## src/rtl/tug_of_war_ctrl_if.sv

```systemverilog
// tug_of_war_ctrl_if: player keys in, playfield/score/win status out.
// slave  = controller side (drives lights, wins, scores, match_over)
// master = player/host side (drives key_l, key_r)
interface tug_of_war_ctrl_if #(
  parameter int NUM_LIGHTS = 9,
  parameter int SCORE_W    = 3
);
  logic                  key_l;
  logic                  key_r;
  logic [NUM_LIGHTS-1:0] lights;
  logic                  win_l;
  logic                  win_r;
  logic [SCORE_W-1:0]    score_l;
  logic [SCORE_W-1:0]    score_r;
  logic                  match_over;
  modport slave (
    input  key_l, key_r,
    output lights, win_l, win_r, score_l, score_r, match_over
  );
  modport master (
    output key_l, key_r,
    input  lights, win_l, win_r, score_l, score_r, match_over
  );
endinterface

```

## src/rtl/tug_of_war_ctrl.sv

```systemverilog
// tug_of_war_ctrl: tug-of-war playfield controller (light position, round wins, scores, match end).
// Ports: clk, reset (async active-low), bus (tug_of_war_ctrl_if.slave):
//   key_l/key_r in (async levels), lights out (bit NUM_LIGHTS-1 = leftmost),
//   win_l/win_r, score_l/score_r, match_over out (registered).
module tug_of_war_ctrl #(
  parameter int NUM_LIGHTS  = 9,
  parameter int SCORE_W     = 3,
  parameter int HOLD_CYCLES = 4
) (
  input logic               clk,
  input logic               reset,
  tug_of_war_ctrl_if.slave  bus
);
  localparam int PW = $clog2(NUM_LIGHTS);
  localparam int CW = (HOLD_CYCLES > 1) ? $clog2(HOLD_CYCLES) : 1;
  localparam logic [PW-1:0]         P_MAX = PW'(NUM_LIGHTS - 1);
  localparam logic [PW-1:0]         P_MID = PW'(NUM_LIGHTS / 2);
  localparam logic [CW-1:0]         C_END = CW'(HOLD_CYCLES - 1);
  localparam logic [SCORE_W-1:0]    S_MAX = '1;
  localparam logic [NUM_LIGHTS-1:0] ONE   = 1;
  typedef enum logic [1:0] {PLAY, HOLD, DONE} state_t;
  state_t             state_q, state_d;
  logic [PW-1:0]      pos_q, pos_d;
  logic [CW-1:0]      cnt_q, cnt_d;
  logic               win_l_q, win_l_d, win_r_q, win_r_d, match_q, match_d;
  logic [SCORE_W-1:0] score_l_q, score_l_d, score_r_q, score_r_d;
  logic [1:0]         sync_l_q, sync_r_q;
  logic               prev_l_q, prev_r_q;
  logic               press_l, press_r;
  logic [SCORE_W-1:0] score_l_inc, score_r_inc;
  // sync_x_q[1] is the synchronised key; prev flop turns a rising edge into a one-cycle press
  assign press_l     = sync_l_q[1] & ~prev_l_q;
  assign press_r     = sync_r_q[1] & ~prev_r_q;
  assign score_l_inc = score_l_q + 1'b1;
  assign score_r_inc = score_r_q + 1'b1;
  always_ff @(posedge clk or negedge reset) begin
    if (!reset) begin
      state_q   <= PLAY;
      pos_q     <= P_MID;
      cnt_q     <= '0;
      win_l_q   <= 1'b0;
      win_r_q   <= 1'b0;
      match_q   <= 1'b0;
      score_l_q <= '0;
      score_r_q <= '0;
      sync_l_q  <= '0;
      sync_r_q  <= '0;
      prev_l_q  <= 1'b0;
      prev_r_q  <= 1'b0;
    end else begin
      state_q   <= state_d;
      pos_q     <= pos_d;
      cnt_q     <= cnt_d;
      win_l_q   <= win_l_d;
      win_r_q   <= win_r_d;
      match_q   <= match_d;
      score_l_q <= score_l_d;
      score_r_q <= score_r_d;
      sync_l_q  <= {sync_l_q[0], bus.key_l};
      sync_r_q  <= {sync_r_q[0], bus.key_r};
      prev_l_q  <= sync_l_q[1];
      prev_r_q  <= sync_r_q[1];
    end
  end
  always_comb begin
    state_d   = state_q;
    pos_d     = pos_q;
    cnt_d     = cnt_q;
    win_l_d   = win_l_q;
    win_r_d   = win_r_q;
    match_d   = match_q;
    score_l_d = score_l_q;
    score_r_d = score_r_q;
    case (state_q)
      PLAY: begin
        // simultaneous presses cancel: neither branch fires
        if (press_l && !press_r) begin
          if (pos_q == P_MAX) begin
            score_l_d = score_l_inc;
            win_l_d   = 1'b1;
            cnt_d     = '0;
            match_d   = score_l_inc == S_MAX;
            state_d   = (score_l_inc == S_MAX) ? DONE : HOLD;
          end else pos_d = pos_q + 1'b1;
        end else if (press_r && !press_l) begin
          if (pos_q == '0) begin
            score_r_d = score_r_inc;
            win_r_d   = 1'b1;
            cnt_d     = '0;
            match_d   = score_r_inc == S_MAX;
            state_d   = (score_r_inc == S_MAX) ? DONE : HOLD;
          end else pos_d = pos_q - 1'b1;
        end
      end
      HOLD: begin
        if (cnt_q == C_END) begin
          win_l_d = 1'b0;
          win_r_d = 1'b0;
          pos_d   = P_MID;
          cnt_d   = '0;
          state_d = PLAY;
        end else cnt_d = cnt_q + 1'b1;
      end
      default: ;
    endcase
  end
  assign bus.lights     = (state_q == PLAY) ? (ONE << pos_q) : '0;
  assign bus.win_l      = win_l_q;
  assign bus.win_r      = win_r_q;
  assign bus.score_l    = score_l_q;
  assign bus.score_r    = score_r_q;
  assign bus.match_over = match_q;
endmodule

```

## src/flat_wrapper.sv

```systemverilog
// flat-port wrapper written by rule: the top's interface ports become plain ports
module tug_of_war_ctrl_flat 
#(
  parameter int NUM_LIGHTS  = 9,
  parameter int SCORE_W     = 3,
  parameter int HOLD_CYCLES = 4
)
  (clk, reset, bus_key_l, bus_key_r, bus_lights, bus_win_l, bus_win_r, bus_score_l, bus_score_r, bus_match_over);
  tug_of_war_ctrl_if #(.NUM_LIGHTS(NUM_LIGHTS), .SCORE_W(SCORE_W)) bus_i ();
  input logic clk;
  input logic reset;
  input wire logic [$bits(bus_i.key_l)-1:0] bus_key_l;
  input wire logic [$bits(bus_i.key_r)-1:0] bus_key_r;
  output wire logic [$bits(bus_i.lights)-1:0] bus_lights;
  output wire logic [$bits(bus_i.win_l)-1:0] bus_win_l;
  output wire logic [$bits(bus_i.win_r)-1:0] bus_win_r;
  output wire logic [$bits(bus_i.score_l)-1:0] bus_score_l;
  output wire logic [$bits(bus_i.score_r)-1:0] bus_score_r;
  output wire logic [$bits(bus_i.match_over)-1:0] bus_match_over;
  assign bus_i.key_l = bus_key_l;
  assign bus_i.key_r = bus_key_r;
  assign bus_lights = bus_i.lights;
  assign bus_win_l = bus_i.win_l;
  assign bus_win_r = bus_i.win_r;
  assign bus_score_l = bus_i.score_l;
  assign bus_score_r = bus_i.score_r;
  assign bus_match_over = bus_i.match_over;
  tug_of_war_ctrl #(.NUM_LIGHTS(NUM_LIGHTS), .SCORE_W(SCORE_W), .HOLD_CYCLES(HOLD_CYCLES)) u_core (.clk(clk), .reset(reset), .bus(bus_i));
endmodule
```

## config.mk

```make
export PLATFORM = sky130hd
export DESIGN_NAME = tug_of_war_ctrl_flat
export DESIGN_NICKNAME = d
export VERILOG_FILES = /design/src/rtl/tug_of_war_ctrl_if.sv /design/src/rtl/tug_of_war_ctrl.sv /design/src/flat_wrapper.sv
export SDC_FILE = /design/constraint.sdc
export NUM_CORES = 1
export LEC_CHECK = 0
export CAP_MARGIN = 20
export CORE_MARGIN = 2
export CORE_UTILIZATION = 46
export DETAILED_ROUTE_END_ITERATION = 8
export MAX_ROUTING_LAYER = met4
export PLACE_DENSITY = 0.74
export SLEW_MARGIN = 10
export SYNTH_ARGS = -nofsm -noshare
export SYNTH_HDL_FRONTEND = slang
export SYNTH_SLANG_ARGS = --single-unit
```

## constraint.sdc

```tcl
create_clock -name clk -period 1.9 [get_ports clk]
set_input_delay 0.57 -clock clk [delete_from_list [all_inputs] [get_ports clk]]
set_output_delay 0.57 -clock clk [all_outputs]
set_load 0.05 [all_outputs]
```

# Word level (Yosys, flattened, before mapping)
# Index checks and enable logic that the tools add are counted.
[word_totals] ff_bits=23 inputBits=4
[classes] add_sub_neg=5 n_eq_ne=17 n_shift=1 muxes=33 bitwise_logic=5 n_reduce_logical=17
[ops] operator="$mux 2" n=12
[ops] operator="$mux 4" n=5
[ops] operator="$reduce_and 4->1" n=4
[ops] operator="$reduce_and 5->1" n=3
[ops] operator="$mux 1" n=10
[ops] operator="$ne 2x1->1 const B" n=5
[ops] operator="$mux 9" n=1
[ops] operator="$shl 1x4->9 const A" n=1
[ops] operator="$pmux 2 s2" n=2
[ops] operator="$pmux 4 s2" n=1
[ops] operator="$add 3x1->3 const B" n=2
[ops] operator="$eq 3x3->1 const B" n=2
[ops] operator="$ne 3x1->1 const B" n=2
[ops] operator="$ne 3x3->1 const B" n=2
[ops] operator="$reduce_bool 2->1" n=3
[ops] operator="$add 4x1->4 const B" n=1
[ops] operator="$eq 4x4->1 const B" n=1
[ops] operator="$logic_not 4->1" n=1
[ops] operator="$ne 2x2->1 const B" n=2
[ops] operator="$pmux 1 s2" n=2
[ops] operator="$sub 4x1->4 const B" n=1
[ops] operator="$ne 3x2->1 const B" n=1
[ops] operator="$not 1->1" n=3
[ops] operator="$reduce_and 3->1" n=1
[ops] operator="other kinds (7)" n=10

# Depth between registers and ports, before layout
[logic_depth] ltp_word=7 depth_mapped=8

# Worst setup path before layout
# OpenSTA, ideal clock, no wires.
[synth_path] kind="reg-to-output" startpoint="register u_core.state_q[1]" endpoint="output bus_lights[4]" arrival_time_ns=1.927 slack_ns=-0.597 stages_incl_launch_ff=5 cell_sequence="dfrtp_1 clkbuf_1 nor3_1 nand2_1 nor3_1"
[synth_between] elab_chain_cells=2
[synth_rtl] element="start: declaration" line_no="tug_of_war_ctrl.sv:22" text="state_t state_q, state_d;"
[synth_rtl] element="start signal: assignment" line_no="tug_of_war_ctrl.sv:51" text="state_q <= state_d;"
[synth_rtl] element="$logic_not 2->1" line_no="tug_of_war_ctrl.sv:107" text="assign bus.lights = (state_q == PLAY) ? (ONE << pos_q) : '0;"
[synth_rtl] element="$mux 9" line_no="tug_of_war_ctrl.sv:107"
[synth_rtl] element="end: declaration" line_no="flat_wrapper.sv:14" text="output wire logic [$bits(bus_i.lights)-1:0] bus_lights;"
# No other way between the ends.

# Final worst setup path
[layout_path] startpoint="register u_core.pos_q[2]" endpoint="output bus_lights[0]"
[layout_between] elab_chain_cells=2
[layout_rtl] element="start: declaration" line_no="tug_of_war_ctrl.sv:23" text="logic [PW-1:0] pos_q, pos_d;"
[layout_rtl] element="start signal: assignment" line_no="tug_of_war_ctrl.sv:52" text="pos_q <= pos_d;"
[layout_rtl] element="$shl 1x4->9" line_no="tug_of_war_ctrl.sv:107"
[layout_rtl] element="$mux 9" line_no="tug_of_war_ctrl.sv:107"
# No other way between the ends.

==> metrics.yaml <==
status: "finished, violations left"
violations: "setup timing"
rsz0062_at_grt: "true"
cap_violations: 0
cp-end-kind: "primary output"
core_region_area_mm2: 0.002522
antenna_cells: 0
wl_per_cell_um: 16.41
tightestPinTransition_ns: 0.5594
r2r-end: "u_core.pos_q[0]"
final_core_util: 0.7669
clock-root-buffer: "clkbuf_4"
maxSlewViolCount: 0
r2r_slack_ns: -0.09
num_rows: 18
cpLargestDelayFamily: "simple AND/OR/NAND/NOR gates"
finClkSkew_ns: 0.001042
critPathLaunch: "u_core.pos_q[2]"
final_cell_area_mm2: 0.001934
r2r_cells: 8
synth.avg_cell_area_um2: 10.32
drt_wl_total_um: 3249
leakage_nw: 0.8792
first_iter_violations: 26
clk_latency_ns: 0.30
total_power_mw: 2.993
critPathCapture: "bus_lights[0]"
fin_crit_ns: 2.273
synth_area_mm2: 0.001249
crit_cells: 3
fin_ws_ns: -0.3732
drc_errors: 0
yosysTopAreaCell: "dfrtp_1"
synth_cell_type_count: 37
peakVddDrop_uv: 1103
cpMaxStageDelayCell: "or4_4"
initial_core_util: 0.4950
synthDominantCellAreaShare: 0.4409
instances_no_fill: 198
fin_nets: 180
path_buf_inv: 1
final_cell_mix: "buf_4, dfrtp_1, buf_12"
dp.cells: 183
startpoint_type: "flip-flop"
port_buffers: 21
syn_nets: 132
grt_first_pass_wirelength_um: 5278
antenna_found_initial: 0
drtPass1Iterations: 4
cp_max_fo: 4
worstPathArrival_ns: 1.70
yosysSeqAreaShare: 0.4619
clockBufferDepth: 2
hold_path.class: "flip-flop to flip-flop"
setup_viol: 12
synth_warnings: 0
boundaryPins: 22
ctsHoldBuffers: 0
grt_pass1_vias: 1096
fmax_ghz: 0.4399
area_growth_pct: 54.91
die_w_um: 56.10
hold_viol_final: 0
dieArea_mm2: 0.003147
period_share: 1.196
p_per_area_mw_per_mm2: 1547
reg2reg_from: "u_core.pos_q[1]"
required_ns: 1.33
max-slew-margin-rel: 0.6257
syn_inst: 121
die_h_um: 56.10
cts_tree: "built"
gr-usage-all-layers: 0.2173
drive_above_1_share: 0.4524
ctsHtreeMaxLevel: 1
whs_ns: 0.3615
gr-total-overflow: 0
numCtsBuffers: 3
hpwlAfterDp_um: 2127
max_stage_delay_ns: 0.58
ys_ff_latch: 23
avgViaCountPerCell: 5.455
netlist_top_cells_area: "dfrtp_1, ha_1, xnor2_1"
ant_nets: 0
dpl-instance-area_mm2: 0.001709
dr_total_vias: 1080
crit_chain: "or4_4, nor3_4, buf_12"
globalplace.congestion: 0.8836
grt_max_degree: 24
crit_type: "flip-flop to primary output"
path_clk_slew_ns: 0.12
numClockSinks: 23
final_common_cell: "buf_4"
sequential cells by signal, summed over array words and instances (netlist names):
| register | count |
|---|---|
| u_core.bus.match_over | 1 |
| u_core.bus.score_l | 3 |
| u_core.bus.score_r | 3 |
| u_core.bus.win_l | 1 |
| u_core.bus.win_r | 1 |
| u_core.cnt_q | 2 |
| u_core.pos_q | 4 |
| u_core.prev_l_q | 1 |
| u_core.prev_r_q | 1 |
| u_core.state_q | 2 |
| u_core.sync_l_q | 2 |
| u_core.sync_r_q | 2 |
timing repair:
action,4_1_cts,5_1_grt
cloned,0,0
setup buffers,7,5
pin swaps,7,11
gates resized for setup,8,18
endpoints found under the setup margin,9,13
metal layers:
layer,part of all wire,GRT usage
met1,0.42,0.2979
met2,0.54,0.3479
met3,0.037,0.03256
met4,0,0.03741
met5,0,-
how the worst min path moves through the flow:
stage	from	endpoint	slack, ns	cells past startpoint
final	u_core.sync_r_q[0]	u_core.sync_r_q[1]	0.36	0
after global routing	u_core.sync_r_q[0]	u_core.sync_r_q[1]	0.37	0
after CTS	u_core.sync_r_q[0]	u_core.sync_r_q[1]	0.36	0
after detailed placement	u_core.sync_r_q[0]	u_core.sync_r_q[1]	0.34	0
after global placement	u_core.sync_l_q[0]	u_core.sync_l_q[1]	0.34	0
after floorplan	reset	u_core.bus.match_over	0.27	0
synth_stat cells:
cell	instances
nor2_1	11
mux2i_1	1
or2b_1	1
o41ai_2	1
xnor2_1	6
nor3_1	10
and2b_1	2
nor3_4	1
xor2_1	2
a32o_1	1
dfrtp_1	22
nor3_2	1
a21oi_1	4
inv_1	7
clkbuf_1	1
o21bai_1	1
nand2_1	10
nand2b_1	4
buf_2	1
a21o_1	2
nand3_1	2
ha_1	7
a31oi_1	2
o21ai_1	3
o41ai_1	1
o22a_1	1
buf_6	2
o21ai_0	3
a22o_1	2
or4_4	1
a211oi_2	1
mux2_2	1
or4_1	1
nor2b_1	1
nor4b_2	2
dfstp_2	1
o31a_1	1
metrics by stage:
stage / setup WS (ns) / TNS [ns]
5_1_grt: -0.4246 / -3.638
6_report: -0.3732 / -2.853
3_5_place_dp: -0.04670 / -0.07869
3_3_place_gp: -0.03804 / -0.04363
2_1_floorplan: -0.1948 / -0.8958
4_1_cts: -0.3790 / -2.745
area by class of cell:
class,count,area [um^2]
clock buffers,4,26.28
fillers,160,588.1
inverters,7,26.28
multi-input cells,87,760.7
flip-flops and latches,23,579.3
well taps,30,37.54
repair buffers,47,504.2
worst reg2reg max path, stage by stage (launching register included):
cell and delay [ns]:
dfrtp_2 0.47, buf_8 0.14, buf_6 0.11, nor4b_4 0.24, nor3_2 0.09, o41ai_2 0.41, buf_4 0.23, nor3_2 0.05
a21o_1 0.16
cell families (layout without fill, tap and decap cells):
family,Yosys count,count (layout),share of synthesized area
multiplexers,2,2,0.01703
AO/OA/AOI/OAI,23,23,0.1343
buffers and inverters,11,58,0.04609
flip-flops,23,23,0.4619
adder cells (fa/ha/maj),7,7,0.07014
AND/OR/NAND/NOR,47,47,0.2144
XOR/XNOR,8,8,0.05611
power by group:
| part | internal, mW | total [mW] | switching, mW |
|---|---|---|---|
| clock | 0.0819 | 0.220 | 0.138 |
| sequential | 0.634 | 0.787 | 0.153 |
| combinational | 0.884 | 1.99 | 1.10 |
| total | 1.60 | 2.99 | 1.39 |
(Power assumes the default switching activity.)
==> variant (same settings) <==
`NUM_LIGHTS` is set to 9 in 3 places; all go to 8.
--- a/src/rtl/tug_of_war_ctrl_if.sv
+++ b/src/rtl/tug_of_war_ctrl_if.sv
@@ -4,3 +4,3 @@
 interface tug_of_war_ctrl_if #(
-  parameter int NUM_LIGHTS = 9,
+  parameter int NUM_LIGHTS = 8,
   parameter int SCORE_W    = 3
--- a/src/rtl/tug_of_war_ctrl.sv
+++ b/src/rtl/tug_of_war_ctrl.sv
@@ -5,3 +5,3 @@
 module tug_of_war_ctrl #(
-  parameter int NUM_LIGHTS  = 9,
+  parameter int NUM_LIGHTS  = 8,
   parameter int SCORE_W     = 3,
--- a/src/flat_wrapper.sv
+++ b/src/flat_wrapper.sv
@@ -3,3 +3,3 @@
 #(
-  parameter int NUM_LIGHTS  = 9,
+  parameter int NUM_LIGHTS  = 8,
   parameter int SCORE_W     = 3,
Ports: changed (resized bus_lights); port bits go from 22 to 21. The function was not compared with the original's and may differ.
==> variant against the original RTL <==
- the run still ends with setup timing left
- wire length fell by 15%
- combinational power fell by 6%
- sequential cell count fell by 1
- final area fell by 9.8%
- total power rose by 1.5%
- synthesized area fell by 5.9%
- sequential share of layout area rose by 1.8 points
- via count fell by 6.1%
- clock power rose by 67%
- sequential power rose by 0.9%
- setup slack improved by 0.015 ns
- hold slack improved by 0.0037 ns
- critical path depth rose by 1
- non-clock buffer count fell by 8
- critical endpoint is now bus_lights[4]
- largest power group unchanged
==> variant: results (changes against the original RTL) <==
| Metric | Value |
|---|---|
| Result of the run | `finished with violations (unchanged)` |
| Violated checks | `setup timing (unchanged)` |
| Most frequent cells after synthesis | `dfrtp_1, nor2_1, inv_1, nand2_1 (was dfrtp_1, nor2_1, nand2_1, nor3_1)` |
| Via-to-Cell Ratio | `5.54 (was 5.45)` |
| Leakage | `0.783 nW (was 0.879 nW)` |
| Maximum root-to-sink buffer count | `2 (unchanged)` |
| CTS root buf | `clkbuf_4 (unchanged)` |
| Relative slew slack | `73.0% (was 62.6%)` |
| Gp weighted congestion | `0.829 (was 0.884)` |
| Dominant register cell in the synthesized netlist | `dfrtp_1 (unchanged)` |
| DP Wirelength | `2010 um (was 2130 um)` |
| Highest ir drop seen on vdd | `1200 uV (was 1100 uV)` |
| Warnings from Yosys | `0 (unchanged)` |
| Maximum clock skew at final layout | `0.0166 ns (was 0.00104 ns)` |
| Detailed router's first-iteration violation count | `20 (was 26)` |
| Buffers added on ports | `20 (was 21)` |
| Clock input transition at the sequential cells of the worst setup and hold paths | `0.14 ns (was 0.12 ns)` |
| Total Negative Setup Slacks | `-2.37 ns (was -2.85 ns)` |
| DRT Pass-1 Iters | `4 (unchanged)` |
| Critical path fanouts, max | `3 (was 4)` |
| Routed wire length per instance | `15.0 um (was 16.4 um)` |
| Final worst slack | `-0.358 ns (was -0.373 ns)` |
| Global-route wire length before repair | `4550 um (was 5280 um)` |
| Via count of the first global-routing pass | `1009 (was 1096)` |
| Switching share of power | `45.6% (was 46.5%)` |
| Clock Latency Late Sink | `0.31 ns` |
| Number of setup violations in the final report | `9 (was 12)` |
| Ant. Diodes | `0 (unchanged)` |
| Fillcell total | `177 (was 160)` |
| Top cells by area in the synthesized netlist | `dfrtp_1, ha_1, nor2_1, xnor2_1, nand2b_1 (was dfrtp_1, ha_1, xnor2_1, nor3_1, nor2_1)` |
| Part of the Yosys area used for sequential elements | `47.0% (was 46.2%)` |
| Clock buffers created by TritonCTS | `3 (unchanged)` |
| Class of the worst hold path | `flop to flop (unchanged)` |
| NumNets Final | `164 (was 180)` |
| Number of unique standard cell types used by synthesis | `37 (unchanged)` |
| Post-route DRC violation count | `0 (unchanged)` |
| Share of cells above drive strength 1 | `38.6% (was 45.2%)` |
| Final wirelength | `2750 um (was 3250 um)` |
| Maximum number of pins on one net before global-route repair | `23 (was 24)` |
| H-tree levels | `1 (unchanged)` |
| Placed cells | `176 (was 183)` |
| Post-synthesis instance total | `115 (was 121)` |
| Initial antenna violation count | `0 (unchanged)` |
| Fraction of registers with async set/reset | `100% (unchanged)` |
| FF-to-FF setup slack | `-0.01 ns (was -0.09 ns)` |
| Synthesized netlist net count | `125 (was 132)` |
| Total global-route track usage | `22.1% (was 21.7%)` |
| Placement-stage cell area | `0.00161 sq mm (was 0.00171 sq mm)` |
variant: stage by stage:
step                setup WS [ns]  hold WS, ns
finish                     -0.358        0.365
global route               -0.422        0.370
CTS                        -0.367        0.366
detailed placement        -0.0293        0.335
global placement         -0.00527        0.333
floorplan                  -0.146        0.274
variant: path summary, 6_finish.rpt:
path / from / to / cells past startpoint
setup / recovery: u_core.pos_q[2] / bus_lights[4] / 4
hold / removal: u_core.sync_r_q[0] / u_core.sync_r_q[1] / 0
setup reg to reg: u_core.sync_r_q[1] / u_core.pos_q[2] / 8
hold reg to reg: u_core.sync_r_q[0] / u_core.sync_r_q[1] / 0
max in group asynchronous: reset / u_core.pos_q[2] / 2
min in group asynchronous: reset / u_core.bus.win_r / 2
variant: final cells by class:
cell class,count,area (sq um),share of cell area (%)
sequential,22,554,31.8
tap,30,37.5,2.15
timing repair buffer,39,412,23.6
multi-input combinational,81,663,38.0
clock inverter,1,30.0,1.72
inverter,7,26.3,1.51
clock buffer,3,22.5,1.29
variant: critical path: stages, from the launching register on:
cell and delay [ns]:
dfstp_2 0.55, or3b_4 0.38, buf_4 0.15, nor3_4 0.14
buf_12 0.16
variant: cell families (layout without fill, tap and decap cells):
family          count (synthesis)  after routing  share of synthesized area (%)
simple gates                   42             42                           19.6
compound gates                 22             22                           13.7
flops                          22             22                           47.0
buf+inv                        12             50                           4.26
xor+xnor                        7              7                           5.22
fa+ha+maj                       6              6                           6.39
mux                             4              4                           3.83
variant: timing repair:
item | 4_1_cts | 5_1_grt
setup buffers | 3 | 2
gates resized for setup | 10 | 6
pin swaps | 5 | 2
endpoints found under the hold margin | 0 | 0
setup endpoints to repair | 9 | 13
variant: power groups by stage:
stage,clock [mW],sequential [mW],combinational (mW)
detailed placement,0,0.794,1.73
CTS,0.366,0.788,1.85
floorplan,0,0.958,0.901
finish,0.367,0.794,1.88
global route,0.384,0.820,2.01
global placement,0,0.776,1.67
variant: per-layer routing:
layer / global-route usage, % / wire, um / vias up
met4: 3.75 / 16 / 0
met3: 3.28 / 86 / 2
li1: - / - / 482
met1: 27.9 / 1170 / 507
met5: - / 0 / -
met2: 38.0 / 1480 / 23
